## config.mk

```make
export PLATFORM = sky130hd
export DESIGN_NAME = toggle_gen
export DESIGN_NICKNAME = d
export VERILOG_FILES = /design/src/rtl/toggle_gen_pkg.sv /design/src/rtl/toggle_chan.sv /design/src/rtl/toggle_gen.sv
export SDC_FILE = /design/constraint.sdc
export NUM_CORES = 1
export LEC_CHECK = 0
export BUFFER_PORTS_ARGS = -buffer_cell sky130_fd_sc_hd__buf_2
export CAP_MARGIN = 40
export CORE_MARGIN = 8
export CORE_UTILIZATION = 67
export DETAILED_ROUTE_END_ITERATION = 7
export GPL_ROUTABILITY_DRIVEN = 0
export HOLD_SLACK_MARGIN = 0.1
export PLACE_DENSITY = 0.95
export SLEW_MARGIN = 20
export SYNTH_ARGS = -nofsm -noshare
export SYNTH_HDL_FRONTEND = slang
export SYNTH_SLANG_ARGS = --single-unit
```

## constraint.sdc

```tcl
create_clock -name clk -period 6.1 [get_ports clk]
set_clock_uncertainty 0.2 [all_clocks]
set_input_delay 1.22 -clock clk [delete_from_list [all_inputs] [get_ports clk]]
set_output_delay 1.22 -clock clk [all_outputs]
set_load 0.01 [all_outputs]
```

## src/rtl/toggle_gen_pkg.sv

```systemverilog
// Shared types and limits for the multi-channel toggle generator.
package toggle_gen_pkg;

  typedef enum logic {
    MODE_FREE  = 1'b0,
    MODE_BURST = 1'b1
  } mode_t;

  typedef enum logic {
    ST_IDLE = 1'b0,
    ST_RUN  = 1'b1
  } state_t;

  localparam int MAX_NCH = 16;

endpackage

```

## src/rtl/toggle_chan.sv

```systemverilog
// One toggle channel: config registers, IDLE/RUN FSM, half-period counter,
// remaining-toggle counter and registered out/busy/done.
//
//   state   | meaning
//   --------+-----------------------------------------------------------
//   ST_IDLE | out held at IDLE_LVL, config writes accepted, waits for start
//   ST_RUN  | cnt counts down, out inverts on cnt==0; BURST ends on last toggle
module toggle_chan
  import toggle_gen_pkg::*;
#(
  parameter int   CNT_W    = 8,
  parameter logic IDLE_LVL = 1'b0,
  parameter int   DEF_HALF = 1
) (
  input  logic             clk,
  input  logic             rst,
  input  logic             cfg_we,
  input  logic             cfg_mode,
  input  logic [CNT_W-1:0] cfg_half,
  input  logic [CNT_W-1:0] cfg_pulses,
  input  logic             start,
  input  logic             stop,
  output logic             cfg_ready,
  output logic             out,
  output logic             busy,
  output logic             done
);

  // toggles_left holds 2*pulses, so it needs one extra bit
  localparam int LW = CNT_W + 1;

  mode_t            mode_q;
  logic [CNT_W-1:0] half_q;
  logic [CNT_W-1:0] pulses_q;

  state_t           state_q;
  logic [CNT_W-1:0] cnt_q;
  logic [LW-1:0]    left_q;
  logic             out_q;
  logic             busy_q;
  logic             done_q;

  logic [CNT_W-1:0] reload_d;
  logic             start_ok_d;

  assign reload_d = half_q - CNT_W'(1);

  // A write landing in the same cycle as start wins; the start is dropped.
  assign start_ok_d = start & ~stop & ~cfg_we & (half_q != '0) &
                      ((mode_q == MODE_FREE) | (pulses_q != '0));

  assign cfg_ready = (state_q == ST_IDLE);
  assign out       = out_q;
  assign busy      = busy_q;
  assign done      = done_q;

  // Configuration registers, written only while the channel is idle
  always_ff @(posedge clk) begin
    if (rst) begin
      mode_q   <= MODE_FREE;
      half_q   <= CNT_W'(DEF_HALF);
      pulses_q <= '0;
    end else if (cfg_we) begin
      mode_q   <= mode_t'(cfg_mode);
      half_q   <= cfg_half;
      pulses_q <= cfg_pulses;
    end
  end

  // Channel FSM with counters and registered outputs; stop has top priority
  always_ff @(posedge clk) begin
    if (rst) begin
      state_q <= ST_IDLE;
      cnt_q   <= '0;
      left_q  <= '0;
      out_q   <= IDLE_LVL;
      busy_q  <= 1'b0;
      done_q  <= 1'b0;
    end else begin
      done_q <= 1'b0;
      if (stop) begin
        state_q <= ST_IDLE;
        out_q   <= IDLE_LVL;
        busy_q  <= 1'b0;
      end else begin
        case (state_q)
          ST_IDLE: begin
            if (start_ok_d) begin
              state_q <= ST_RUN;
              busy_q  <= 1'b1;
              cnt_q   <= reload_d;
              left_q  <= {pulses_q, 1'b0};
            end
          end
          ST_RUN: begin
            if (cnt_q == '0) begin
              out_q <= ~out_q;
              cnt_q <= reload_d;
              if (mode_q == MODE_BURST) begin
                left_q <= left_q - LW'(1);
                if (left_q == LW'(1)) begin
                  state_q <= ST_IDLE;
                  busy_q  <= 1'b0;
                  done_q  <= 1'b1;
                end
              end
            end else begin
              cnt_q <= cnt_q - CNT_W'(1);
            end
          end
          default: state_q <= ST_IDLE;
        endcase
      end
    end
  end

endmodule

```

## src/rtl/toggle_gen.sv

```systemverilog
// Multi-channel toggle generator: NCH independent channels sharing one
// configuration port; cfg_ch selects the target and its ready flag.
module toggle_gen
  import toggle_gen_pkg::*;
#(
  parameter int   NCH      = 4,
  parameter int   CNT_W    = 8,
  parameter logic IDLE_LVL = 1'b0,
  parameter int   DEF_HALF = 1,
  localparam int  CH_W     = (NCH > 1) ? $clog2(NCH) : 1
) (
  input  logic             clk,
  input  logic             rst,
  input  logic             cfg_valid,
  output logic             cfg_ready,
  input  logic [CH_W-1:0]  cfg_ch,
  input  logic             cfg_mode,
  input  logic [CNT_W-1:0] cfg_half,
  input  logic [CNT_W-1:0] cfg_pulses,
  input  logic [NCH-1:0]   start,
  input  logic [NCH-1:0]   stop,
  output logic [NCH-1:0]   out,
  output logic [NCH-1:0]   busy,
  output logic [NCH-1:0]   done
);

  logic [NCH-1:0] sel;
  logic [NCH-1:0] rdy;
  logic [NCH-1:0] we;

  // An out-of-range cfg_ch selects nothing and therefore reads as not ready
  assign cfg_ready = |(sel & rdy);

  for (genvar i = 0; i < NCH; i++) begin : g_ch
    assign sel[i] = (cfg_ch == CH_W'(i));
    assign we[i]  = cfg_valid & sel[i] & rdy[i];

    toggle_chan #(
      .CNT_W    (CNT_W),
      .IDLE_LVL (IDLE_LVL),
      .DEF_HALF (DEF_HALF)
    ) u_chan (
      .clk        (clk),
      .rst        (rst),
      .cfg_we     (we[i]),
      .cfg_mode   (cfg_mode),
      .cfg_half   (cfg_half),
      .cfg_pulses (cfg_pulses),
      .start      (start[i]),
      .stop       (stop[i]),
      .cfg_ready  (rdy[i]),
      .out        (out[i]),
      .busy       (busy[i]),
      .done       (done[i])
    );
  end

endmodule

```

==> flow_metrics.tcl, run 1 <==
set metrics [dict create \
    outcome "complete, no violations" \
    r2r_cells 7 \
    grtUsageMet3 0.0699 \
    muxShareOfSynthArea 0.0220 \
    worst_path_most_repeated_cell "buf_2" \
    crit_required_ns 4.68 \
    yosysSeqAreaShare 0.364 \
    final-hold-violation-count 0 \
    synthAdderAreaFrac 0.0359 \
    avgSynthCellArea_um2 7.69 \
    synthToLayoutAreaGrowth_pct 9.73 \
    grt.overflow.total 0 \
    grt_pass1_wl_um 36500 \
    synth_edf_count 0 \
    power_density_nw_per_um2 264 \
    pwr-share-comb 0.131 \
    cts_tree "yes" \
    layout.nets 1140 \
    grt_pass1_vias 7585 \
    num_vias 8327 \
    hp-class "register to register" \
    synthCells 1087 \
    rows 40 \
    grt_most_used_layer "met2" \
    final_cell_mix "nand2_1 (187), dfxtp_1 (152), a21oi_1 (149)" \
    placed_area_um2 8540 \
    post_drt_wl_per_cell_um 17.6 \
    worst-setup-path-type "primary input to output port" \
    period_needed_ns 3.64 \
    dp.cells 1231 \
    post_cts_buffers 0 \
    drc_errors 0 \
    die_h_um 128 \
    ios 43 \
    grt_max_degree 88 \
    dr.pass1.iters 7 \
    synth_xor_area_frac 0.0252 \
    die_x_um 128 \
    start_util 0.690 \
    viasPerCell 6.57 \
    clock-sinks 152 \
    hold-path-cell-count 2 \
    vdd_drop_max_mv 0.216 \
    power.static_leakage_nw 3.32 \
    min_period_over_period 0.597 \
    end_kind "output port" \
    cts_hold_buf 0 \
    final_common_cell "nand2_1" \
    n_fill_cell 864 \
    fin_setup_tns_ns 0 \
    post_cts_resized 0 \
    root_buffer "clkbuf_16" \
    final_util 0.757 \
    drt-initial-drc-count 1251 \
    swShare 0.269 \
    antenna_left 0 \
    gr-usage-met1 0.335 \
    fmax_mhz 275 \
    worstPathArrival_ns 2.22 \
    rsz0062_at_grt "false" \
    share_seq_of_total_power 0.439 \
    use_met2 0.437 \
    cap_violations 0 \
    synth_compound_area_frac 0.226 \
    syn_area_um2 8350 \
    dpl.hpwl_um 14400 \
    syn_nets 1141 \
    portBuffers 42 \
    cp_max_fo 9 \
    layout.cells.non_filler 1267 \
    p_sw_w 0.000652 \
    core-area_um2 12100 \
    slowest_delay_ns 0.52 \
    track_usage 0.270 \
    antenna_found_initial 0 \
    clk_path_buf_depth 2 \
    clk_pin_slew_worst_paths_ns 0.06 \
    postLayoutCellArea_um2 9170 \
    async_flop_share 0 \
    drv_slew 0 \
    intPower_w 0.00177 \
    setup_viol 0 \
    pwr-share-clk 0.431 \
    die_area_um2 16300 \
    cts_buffers 17 \
    layout-drive-gt1-share 0.100 \
    maxSlewHeadroom 0.407 \
    synth_top_family_by_area "simple AND/OR/NAND/NOR gates" \
    ys_ff_latch 152 \
    synth-simple-area-share 0.265 \
    crit_path_start_kind "primary input" \
    cts-htree-levels 4 \
    path_cells "buf_2 -> mux4_2 -> inv_1 -> buf_2" \
    ys_warn_count 0 \
    routed_wl_um 22300 \
    clk_latency_ns 0.43 \
    ys.flop_type "dfxtp_1" \
    worstMarginPinSlew_ns 0.881 \
    slowest_stage "mux4_2" \
    n_antenna_cell 0 \
    power_w 0.00242 \
    netlist-cell-type-count 72 \
]
[metal layers]
layer / vias up / share of wire
met2: 487 / 0.47
li1: 3906 / -
met3: 80 / 0.098
met4: 0 / 0.031
met1: 3854 / 0.40
met5: - / 0
[power by group through the flow]
| stage | logic (W) | clock network [W] | registers (W) |
|---|---|---|---|
| 3_3_place_gp | 0.000286 | 0 | 0.00108 |
| 4_1_cts | 0.000304 | 0.00104 | 0.00106 |
| 5_1_grt | 0.000345 | 0.00109 | 0.00107 |
| 2_1_floorplan | 0.000229 | 0 | 0.00107 |
| 3_5_place_dp | 0.000299 | 0 | 0.00108 |
| 6_report | 0.000316 | 0.00104 | 0.00106 |
[sequential cells by signal, summed over array words and instances, names as in the netlist]
signal and cells:
g_ch.u_chan.left_q 36, g_ch.u_chan.cnt_q 32, g_ch.u_chan.half_q 32, g_ch.u_chan.pulses_q 32, g_ch.u_chan.busy 4, g_ch.u_chan.done 4
g_ch.u_chan.mode_q 4, g_ch.u_chan.out 4, g_ch.u_chan.state_q 4
[per-stage QoR]
| stage | setup slack, ns | hold WS [ns] |
|---|---|---|
| after CTS | 2.48 | 0.275 |
| after detailed placement | 2.11 | 0.263 |
| after global placement | 2.17 | 0.256 |
| final | 2.46 | 0.277 |
| after global routing | 2.43 | 0.292 |
| after floorplan | 2.69 | 0.238 |
[worst max-delay path: cells and delay by family]
kind	cells	cell delay, ns
buf+inv	3	0.47
mux	1	0.52
[synth_stat cells, types with 3 or more instances]
cell type | number | area share
or4_1 | 15 | 0.013
nor3_1 | 37 | 0.022
buf_1 | 7 | 0.0031
buf_4 | 13 | 0.012
ha_1 | 24 | 0.036
dfxtp_1 | 152 | 0.36
o21ai_0 | 36 | 0.022
a21oi_1 | 149 | 0.089
nand2b_1 | 13 | 0.0097
nand4b_1 | 3 | 0.0031
clkbuf_1 | 41 | 0.018
nand4_1 | 18 | 0.013
a22oi_1 | 7 | 0.0063
or3b_2 | 5 | 0.0052
o32ai_1 | 21 | 0.022
a31oi_1 | 11 | 0.0082
nand2_1 | 187 | 0.084
a2bb2oi_1 | 3 | 0.0031
nor3b_1 | 9 | 0.0081
nor4_1 | 26 | 0.019
a21o_1 | 4 | 0.0036
nor2b_1 | 10 | 0.0075
and3_1 | 10 | 0.0075
nor2_1 | 74 | 0.033
clkinv_1 | 4 | 0.0018
a31o_2 | 4 | 0.0042
xnor2_1 | 12 | 0.013
buf_2 | 14 | 0.0084
xor2_1 | 12 | 0.013
mux2i_1 | 15 | 0.018
inv_1 | 39 | 0.018
o31ai_1 | 17 | 0.015
a211oi_1 | 4 | 0.0036
a211o_1 | 9 | 0.0094
nand3_1 | 23 | 0.014
o211ai_1 | 10 | 0.0090
or3_1 | 9 | 0.0067
[area by class of cell]
cell class | instances | area (µm²) | area share
Clock inverter | 8 | 95.1 | 0.0104
Timing Repair Buffer | 56 | 360 | 0.0393
Tap cell | 168 | 210 | 0.0229
Multi-Input combinational cell | 816 | 4820 | 0.525
Clock buffer | 24 | 482 | 0.0525
Sequential cell | 152 | 3040 | 0.332
Inverter | 43 | 161 | 0.0176
[final timing paths]
kind	start	to	slack, ns
min	g_ch[1].u_chan.left_q[8]	g_ch[1].u_chan.left_q[8]	0.28
min reg2reg	g_ch[1].u_chan.left_q[8]	g_ch[1].u_chan.left_q[8]	0.28
max	cfg_ch[0]	cfg_ready	2.46
max reg2reg	g_ch[0].u_chan.state_q	g_ch[0].u_chan.cnt_q[0]	2.97
[cell families after synthesis]
kind of cell / Yosys count
muxes: 17
and+or+nand+nor: 453
buffers and inverters: 119
adders and majority gates: 24
xor gates and xnor gates: 24
AOI/OAI and AO/OA: 298
DFF: 152
Power figures use the tool's default switching activity.
==> run 2, diff against run 1 <==
CORE_UTILIZATION = 56   (was 67)
PLACE_DENSITY = 0.87   (was 0.95)
clock period = 2.95 ns   (was 6.1 ns; I/O delays follow)
==> flow_metrics.tcl, run 2 (synthesized netlist as in run 1, its figures left out) <==
set metrics [dict create \
    min_period_over_period 0.856 \
    post_cts_resized 0 \
    cp_max_fo 12 \
    clk_latency_ns 0.43 \
    worstPathArrival_ns 2.63 \
    period_needed_ns 2.53 \
    dp.cells 1267 \
    fmax_mhz 396 \
    core-area_um2 14500 \
    die_x_um 138 \
    drc_errors 0 \
    rows 44 \
    n_fill_cell 1286 \
    root_buffer "clkbuf_16" \
    synthToLayoutAreaGrowth_pct 11.3 \
    fin_setup_tns_ns 0 \
    r2r_slack_ns 0.42 \
    dpl.hpwl_um 15200 \
    holdWs_ns 0.241 \
    cts-htree-levels 4 \
    grt.overflow.total 0 \
    seq_area_um2 3040 \
    crit_required_ns 3.06 \
    clk_path_buf_depth 2 \
    r2r-start "g_ch[2].u_chan.half_q[2]" \
    vdd_drop_max_mv 0.516 \
    multiInputGateArea_um2 4820 \
    final-hold-violation-count 0 \
    postLayoutCellArea_um2 9300 \
    cts_hold_buf 0 \
    final_cell_mix "nand2_1 (187), dfxtp_1 (152), a21oi_1 (149)" \
    n_antenna_cell 0 \
    end_kind "register" \
    cts_buffers 17 \
    post_cts_buffers 0 \
    viasPerCell 6.23 \
    cts_tree "yes" \
    worst-setup-path-type "register to register" \
    antenna_left 0 \
    setup_viol 0 \
    rsz0062_at_grt "false" \
    die_area_um2 19100 \
    grt_pass1_vias 7548 \
    min_to "g_ch[3].u_chan.done" \
    hp-class "primary input to register" \
    drt-initial-drc-count 807 \
    layout.cells.non_filler 1300 \
    top_register "g_ch.u_chan.left_q" \
    dr.pass1.iters 7 \
    place_ws_ns 0.148 \
    clock-sinks 152 \
    r2r_end "g_ch[2].u_chan.cnt_q[1]" \
    crit_path_start_kind "register" \
    ios 43 \
    largest_reg_flops 36 \
    antenna_found_initial 0 \
    num_vias 8096 \
    power.static_leakage_nw 3.39 \
    cap_violations 0 \
    hold-path-cell-count 2 \
    clk_pin_slew_worst_paths_ns 0.06 \
    start_util 0.575 \
    setup_ws_ns 0.424 \
    portBuffers 42 \
    final_common_cell "nand2_1" \
    drv_slew 0 \
    worstHoldStart "stop[3]" \
    track_usage 0.224 \
    power_density_nw_per_um2 545 \
    grt_max_degree 36 \
    grt_pass1_wl_um 36500 \
    post_drt_wl_per_cell_um 17.1 \
    layout.nets 1157 \
    maxSlewHeadroom 0.476 \
    r2r_cells 6 \
    routed_wl_um 22200 \
    outcome "complete, no violations" \
    placed_area_um2 8690 \
    die_h_um 138 \
    worstMarginPinSlew_ns 0.779 \
    layout-drive-gt1-share 0.116 \
]
run 2: layout make-up:
class | instances | area share
multi-input combinational | 816 | 0.518
sequential | 152 | 0.327
clock buffer | 22 | 0.0521
timing repair buffer | 73 | 0.0479
tap | 184 | 0.0248
inverter | 43 | 0.0174
clock inverter | 10 | 0.0128
run 2: layer usage:
layer  GRT usage  part of all wire  wire length [µm]
met5           0                 0                 0
met2       0.372              0.48             10600
met3      0.0438             0.064              1430
met1       0.276              0.43              9500
met4      0.0944             0.030               661
run 2: critical path, stage by stage, from the launching register on:
cell     delay, ns
dfxtp_1       0.37
nor4_1        0.52
nand3_1       0.27
a32oi_2       0.49
buf_4         0.27
mux2i_1       0.23
nor2_1        0.06
run 2: report_power, final:
part / leakage (nW) / switching [W] / internal, W
logic: 1.87 / 0.000416 / 0.000243
clock network: 0.288 / 0.000875 / 0.00134
registers: 1.23 / 0.0000735 / 0.00212
total: 3.39 / 0.00137 / 0.00370
run 2: worst max path at each step:
stage | end | startpoint | slack [ns]
floorplan | g_ch[0].u_chan.cnt_q[1] | cfg_ch[1] | 0.50
global placement | g_ch[0].u_chan.left_q[2] | cfg_ch[1] | 0.28
detailed placement | g_ch[0].u_chan.left_q[6] | cfg_ch[1] | 0.15
CTS | g_ch[0].u_chan.left_q[6] | g_ch[0].u_chan.half_q[2] | 0.33
global route | g_ch[2].u_chan.cnt_q[1] | g_ch[2].u_chan.half_q[2] | 0.17
finish | g_ch[2].u_chan.cnt_q[1] | g_ch[2].u_chan.half_q[2] | 0.42
run 2: stage by stage:
| stage | utilization | power, W |
|---|---|---|
| after floorplan | - | 0.00268 |
| after global routing | 0.640 | 0.00523 |
| after detailed placement | 0.598 | 0.00287 |
| after CTS | 0.639 | 0.00507 |
| final | 0.640 | 0.00506 |
| after global placement | 0.598 | 0.00285 |
